==> config.mk <==
export PLATFORM = sky130hd
export DESIGN_NAME = mem_port_arbiter
export DESIGN_NICKNAME = d
export VERILOG_FILES = /design/src/rtl/cpu_mem_pkg.sv /design/src/rtl/arb_starve_ctr.sv /design/src/rtl/mem_port_arbiter.sv
export SDC_FILE = /design/constraint.sdc
export NUM_CORES = 1
export LEC_CHECK = 0
export ABC_AREA = 1
export BUFFER_PORTS_ARGS = -buffer_cell sky130_fd_sc_hd__buf_2
export CAP_MARGIN = 20
export CORE_MARGIN = 4
export CORE_UTILIZATION = 35
export DETAILED_ROUTE_END_ITERATION = 7
export GPL_ROUTABILITY_DRIVEN = 0
export GPL_TIMING_DRIVEN = 0
export PLACE_DENSITY = 0.68
export SLEW_MARGIN = 20
export SYNTH_ARGS = -nofsm -noshare
export SYNTH_HDL_FRONTEND = slang
export SYNTH_SLANG_ARGS = --single-unit
==> constraint.sdc <==
create_clock -name clk -period 3.8 [get_ports clk]
set_clock_uncertainty 0.1 [all_clocks]
set_input_delay 0.38 -clock clk [delete_from_list [all_inputs] [get_ports clk]]
set_output_delay 0.38 -clock clk [all_outputs]
set_load 0.05 [all_outputs]
==> src/rtl/cpu_mem_pkg.sv <==
`default_nettype none
// ============================================================================
// Module : cpu_mem_pkg
// Brief  : Shared encodings for the CPU unified-memory port arbiter.
// Rev    : 1.0  initial release
// ============================================================================
package cpu_mem_pkg;

  typedef enum logic [1:0] {
    ST_IDLE  = 2'd0,
    ST_ISSUE = 2'd1,
    ST_WAIT  = 2'd2
  } arb_state_t;

  typedef enum logic {
    OWN_IF = 1'b0,
    OWN_DM = 1'b1
  } arb_owner_t;

  // Wide enough for MEM_LAT-1 over the full legal latency range 1..15
  localparam int c_lat_cnt_w = 4;

endpackage
`default_nettype wire

==> src/rtl/arb_starve_ctr.sv <==
`default_nettype none
// ============================================================================
// Module : arb_starve_ctr
// Brief  : Saturating counter of consecutive data grants taken while a fetch waits.
// Rev    : 1.0  initial release
// ============================================================================
module arb_starve_ctr #(
  parameter int MAX = 4
) (
  input  logic clk,
  input  logic rst_n,
  input  logic inc,
  input  logic clr,
  output logic at_max
);

  localparam int c_cnt_w = $clog2(MAX + 1);
  localparam logic [c_cnt_w-1:0] c_max = c_cnt_w'(MAX);

  logic [c_cnt_w-1:0] r_cnt;

  // Clear wins over increment so a fetch grant always restarts the window
  always_ff @(posedge clk or negedge rst_n) begin
    if (!rst_n) begin
      r_cnt <= '0;
    end else if (clr) begin
      r_cnt <= '0;
    end else if (inc && (r_cnt != c_max)) begin
      r_cnt <= r_cnt + 1'b1;
    end
  end

  assign at_max = (r_cnt == c_max);

endmodule
`default_nettype wire

==> src/rtl/mem_port_arbiter.sv <==
`default_nettype none
// ============================================================================
// Module : mem_port_arbiter
// Brief  : Single-port memory arbiter between instruction fetch and data access.
// Rev    : 1.0  initial release
// ============================================================================
module mem_port_arbiter
  import cpu_mem_pkg::*;
#(
  parameter int ADDR_W     = 32,
  parameter int DATA_W     = 32,
  parameter int MEM_LAT    = 2,
  parameter int STARVE_MAX = 4
) (
  input  logic              clk,
  input  logic              rst_n,
  input  logic              if_req,
  input  logic [ADDR_W-1:0] if_addr,
  output logic              if_gnt,
  output logic              if_rvalid,
  output logic [DATA_W-1:0] if_rdata,
  input  logic              dm_req,
  input  logic              dm_we,
  input  logic [ADDR_W-1:0] dm_addr,
  input  logic [DATA_W-1:0] dm_wdata,
  output logic              dm_gnt,
  output logic              dm_rvalid,
  output logic [DATA_W-1:0] dm_rdata,
  output logic              mem_en,
  output logic              mem_we,
  output logic [ADDR_W-1:0] mem_addr,
  output logic [DATA_W-1:0] mem_wdata,
  input  logic [DATA_W-1:0] mem_rdata
);

  localparam logic [c_lat_cnt_w-1:0] c_lat_load = c_lat_cnt_w'(MEM_LAT - 1);
  localparam logic [c_lat_cnt_w-1:0] c_lat_one  = c_lat_cnt_w'(1);

  arb_state_t              r_state, w_state_nxt;
  arb_owner_t              r_owner, w_owner_nxt;
  logic [c_lat_cnt_w-1:0]  r_wait_cnt, w_cnt_nxt;
  logic                    r_if_gnt, r_dm_gnt, r_if_rvalid, r_dm_rvalid;
  logic                    r_mem_en, r_mem_we;
  logic [ADDR_W-1:0]       r_mem_addr, w_addr_nxt;
  logic [DATA_W-1:0]       r_mem_wdata, w_wdata_nxt;
  logic                    w_if_gnt_nxt, w_dm_gnt_nxt, w_rv_nxt;
  logic                    w_en_nxt, w_we_nxt;
  logic                    w_st_inc, w_st_clr, w_starve_max, w_dm_win;

  arb_starve_ctr #(
    .MAX (STARVE_MAX)
  ) u_starve (
    .clk    (clk),
    .rst_n  (rst_n),
    .inc    (w_st_inc),
    .clr    (w_st_clr),
    .at_max (w_starve_max)
  );

  // Data wins unless a waiting fetch has already been passed over STARVE_MAX times
  assign w_dm_win = dm_req && !(if_req && w_starve_max);

  always_comb begin
    w_state_nxt  = r_state;
    w_owner_nxt  = r_owner;
    w_cnt_nxt    = r_wait_cnt;
    w_addr_nxt   = r_mem_addr;
    w_wdata_nxt  = r_mem_wdata;
    w_en_nxt     = 1'b0;
    w_we_nxt     = 1'b0;
    w_if_gnt_nxt = 1'b0;
    w_dm_gnt_nxt = 1'b0;
    w_rv_nxt     = 1'b0;
    w_st_inc     = 1'b0;
    w_st_clr     = 1'b0;
    case (r_state)
      ST_IDLE: begin
        w_st_clr = !if_req;
        if (w_dm_win) begin
          w_state_nxt  = ST_ISSUE;
          w_owner_nxt  = OWN_DM;
          w_addr_nxt   = dm_addr;
          w_wdata_nxt  = dm_wdata;
          w_en_nxt     = 1'b1;
          w_we_nxt     = dm_we;
          w_dm_gnt_nxt = 1'b1;
          w_st_inc     = if_req;
        end else if (if_req) begin
          w_state_nxt  = ST_ISSUE;
          w_owner_nxt  = OWN_IF;
          w_addr_nxt   = if_addr;
          w_en_nxt     = 1'b1;
          w_if_gnt_nxt = 1'b1;
          w_st_clr     = 1'b1;
        end
      end
      ST_ISSUE: begin
        w_state_nxt = ST_WAIT;
        w_cnt_nxt   = c_lat_load;
        w_rv_nxt    = (MEM_LAT == 1);
      end
      ST_WAIT: begin
        // rvalid is registered one edge early so it lands in the cycle the count reads 0
        if (r_wait_cnt == '0) begin
          w_state_nxt = ST_IDLE;
        end else begin
          w_cnt_nxt = r_wait_cnt - 1'b1;
          w_rv_nxt  = (r_wait_cnt == c_lat_one);
        end
      end
      default: begin
        w_state_nxt = ST_IDLE;
      end
    endcase
  end

  always_ff @(posedge clk or negedge rst_n) begin
    if (!rst_n) begin
      r_state     <= ST_IDLE;
      r_owner     <= OWN_IF;
      r_wait_cnt  <= '0;
      r_if_gnt    <= 1'b0;
      r_dm_gnt    <= 1'b0;
      r_if_rvalid <= 1'b0;
      r_dm_rvalid <= 1'b0;
      r_mem_en    <= 1'b0;
      r_mem_we    <= 1'b0;
      r_mem_addr  <= '0;
      r_mem_wdata <= '0;
    end else begin
      r_state     <= w_state_nxt;
      r_owner     <= w_owner_nxt;
      r_wait_cnt  <= w_cnt_nxt;
      r_if_gnt    <= w_if_gnt_nxt;
      r_dm_gnt    <= w_dm_gnt_nxt;
      r_if_rvalid <= w_rv_nxt && (r_owner == OWN_IF);
      r_dm_rvalid <= w_rv_nxt && (r_owner == OWN_DM);
      r_mem_en    <= w_en_nxt;
      r_mem_we    <= w_we_nxt;
      r_mem_addr  <= w_addr_nxt;
      r_mem_wdata <= w_wdata_nxt;
    end
  end

  assign if_gnt    = r_if_gnt;
  assign dm_gnt    = r_dm_gnt;
  assign if_rvalid = r_if_rvalid;
  assign dm_rvalid = r_dm_rvalid;
  assign if_rdata  = mem_rdata;
  assign dm_rdata  = mem_rdata;
  assign mem_en    = r_mem_en;
  assign mem_we    = r_mem_we;
  assign mem_addr  = r_mem_addr;
  assign mem_wdata = r_mem_wdata;

endmodule
`default_nettype wire
==> metrics.csv <==
metric,value,unit
outcome,"finished, final reports clean",
power.density,886,mW/mm^2
die_x,119,um
drtAntennaViolNets,0,
finalHoldViolations,0,
crit_slowest_cell,dfrtp_1,
switching_power,2.77,mW
final_layout_size_suffix_gt1_share,42.2,%
holdCritPathClass,input pin to flip-flop,
yosys_warnings,0,
p_clk_share,17.8,%
start_util,35.6,%
diodes,0,
tritoncts,yes,
first_global_vias,3953,
p_leak,3.76,nW
cap_violations,0,
hpwlAfterDp,9.46,mm
fmax,559,MHz
synth_cell_types,20,
core_area,0.0120,mm^2
synth-seq-cells,80,
crit_top_cell,nand2_1,
synth_nets,693,
syn_area,0.00428,mm^2
ir_drop,0.342,mV
slew_violations,0,
ios,267,
overflow,0,
io_buffers,233,
root_buffer,clkbuf_16,
rsz0062_at_grt,false,
die_y,119,um
final_cell_mix,"241 x buf_2, 216 x nand2_1, 80 x dfrtp_1, 74 x inv_1, 70 x nand3_1",
antenna_found_initial,0,
clkTransAtPathRegs,0.06,ns
dr_total_vias,3997,
drc,0,
layout_commonest_cell,buf_2,
clock_latency,0.33,ns
syn_inst,555,
critPathMaxStageDelay,0.39,ns
first_pass_iters,4,
worst_pin_slew,0.505,ns
cts_buffers,9,
p_seq_share,27.4,%
die_area,0.0141,mm^2
maxSlewHeadroom,66.4,%
wl,11.9,mm
drt_iter0_drc,188,
syn2layout_area_growth,40.2,%
setup_viol,0,
grt_pass1_wl,19.5,mm
fin_crit_sh,47.1,%
fin_tns_setup,0,ns
syn_avg_cell_area,7.71,um^2
htreeDepth,3,
grt_start_max_net_pins,45,
cp.required,3.92,ns
worst_setup_path_start_kind,flip-flop,
path_class,flip-flop to flip-flop,
finalCriticalPeriod,1.79,ns
grtUsageTotal,17.0,%
clockBufferDepth,2,
yosysSeqAreaShare,46.8,%
pwr-share-comb,54.8,%
num_rows,40,
critical_path.cell_chain,inv_1 > ha_1 > nand3_2 > nand2_4 > buf_2 > nand2_1 > nand3_1 > nand2_1,
via_per_inst,4.19,
arrival,1.91,ns
wl_per_cell,12.5,um
endpoint_kind,flip-flop,
total_power,5.31,mW
nets,939,
cp_max_fo,10,
cts.sinks,80,
p_sw_share,52.1,%
p_int,2.54,mW
cell usage after synthesis (all sizes together):
cell type,n,share of area (%)
o21ai,1,0.12
inv,77,6.8
nand2,218,19
buf,80,14
clkbuf,6,0.53
nand3b,2,0.35
nand3,71,8.4
ha,5,1.5
nor3,2,0.23
dfrtp,80,47
nor2,11,1.6
xor2,2,0.41
registers in the layout, summed over array words and instances (netlist names):
name            cells
r_state             2
mem_addr           32
if_rvalid           1
if_gnt              1
dm_rvalid           1
mem_en              1
r_wait_cnt          4
mem_wdata          32
r_owner             1
dm_gnt              1
mem_we              1
u_starve.r_cnt      3
final timing paths:
check / slack, ns / end / cells after the start / startpoint
worst max register to register: 2.01 / mem_addr[12] / 8 / u_starve.r_cnt[0]
max in group asynchronous: 2.55 / mem_wdata[15] / 3 / rst_n
min in group asynchronous: 0.47 / r_wait_cnt[3] / 2 / rst_n
worst min-delay path: 0.15 / mem_wdata[28] / 3 / dm_wdata[28]
worst max-delay path: 2.01 / mem_addr[12] / 8 / u_starve.r_cnt[0]
worst min register to register: 0.34 / if_rvalid / 1 / r_owner
power groups by stage:
stage / combinational, mW / sequential (mW) / clock, mW
global placement: 2.92 / 1.46 / 0
CTS: 2.95 / 1.46 / 0.979
finish: 2.91 / 1.46 / 0.945
detailed placement: 2.95 / 1.46 / 0
floorplan: 0.940 / 2.73 / 0
global route: 3.14 / 1.51 / 1.01
stage by stage:
stage	hold slack [ns]	setup WS (ns)	area (um^2)	std cells	utilization [%]
finish	0.147	2.01	6000	953	49.9
global route	0.135	1.85	6000	953	49.9
CTS	0.128	1.99	6000	953	49.9
detailed placement	0.289	2.01	5660	936	47.1
global placement	0.322	1.59	5630	935	46.8
floorplan	-0.0156	2.36	4280	555	-
what timing repair did:
| item | CTS | global route |
|---|---|---|
| resized for setup | 0 | 0 |
| hold buffers | 1 | 0 |
| buffers inserted | 0 | 0 |
| hold endpoints to repair | 36 | 0 |
final cells by class:
type / instances / area, um^2
fillers: 1196 / 6020
flip-flops and latches: 80 / 2000
multi-input cells: 312 / 1370
repair buffers: 235 / 1210
plain buffers: 86 / 612
inverters: 77 / 289
clock buffers: 10 / 239
well taps: 147 / 184
clock inverters: 6 / 90.1
per-layer routing:
layer | track usage [%] | up-vias | wire length (um)
met4 | 5.50 | 0 | 214
met5 | 0 | - | 0
met3 | 5.17 | 16 | 878
met2 | 28.8 | 142 | 5960
li1 | - | 2093 | -
met1 | 20.7 | 1746 | 4860
cells by family after synthesis:
logic type	count (synthesis)	share of synthesized area, %
buffers and inverters	163	21.1
adder cells (fa/ha/maj)	5	1.46
AND/OR/NAND/NOR	304	30.1
AO/OA/AOI/OAI	1	0.117
flip-flops	80	46.8
XOR/XNOR	2	0.410
worst max-delay path: cells and delay by family, from the launching register on:
kind	cells	cell delay [ns]
flops	1	0.39
buf+inv	2	0.31
fa+ha+maj	1	0.19
simple gates	5	0.68
Power figures use the tool's default switching activity.
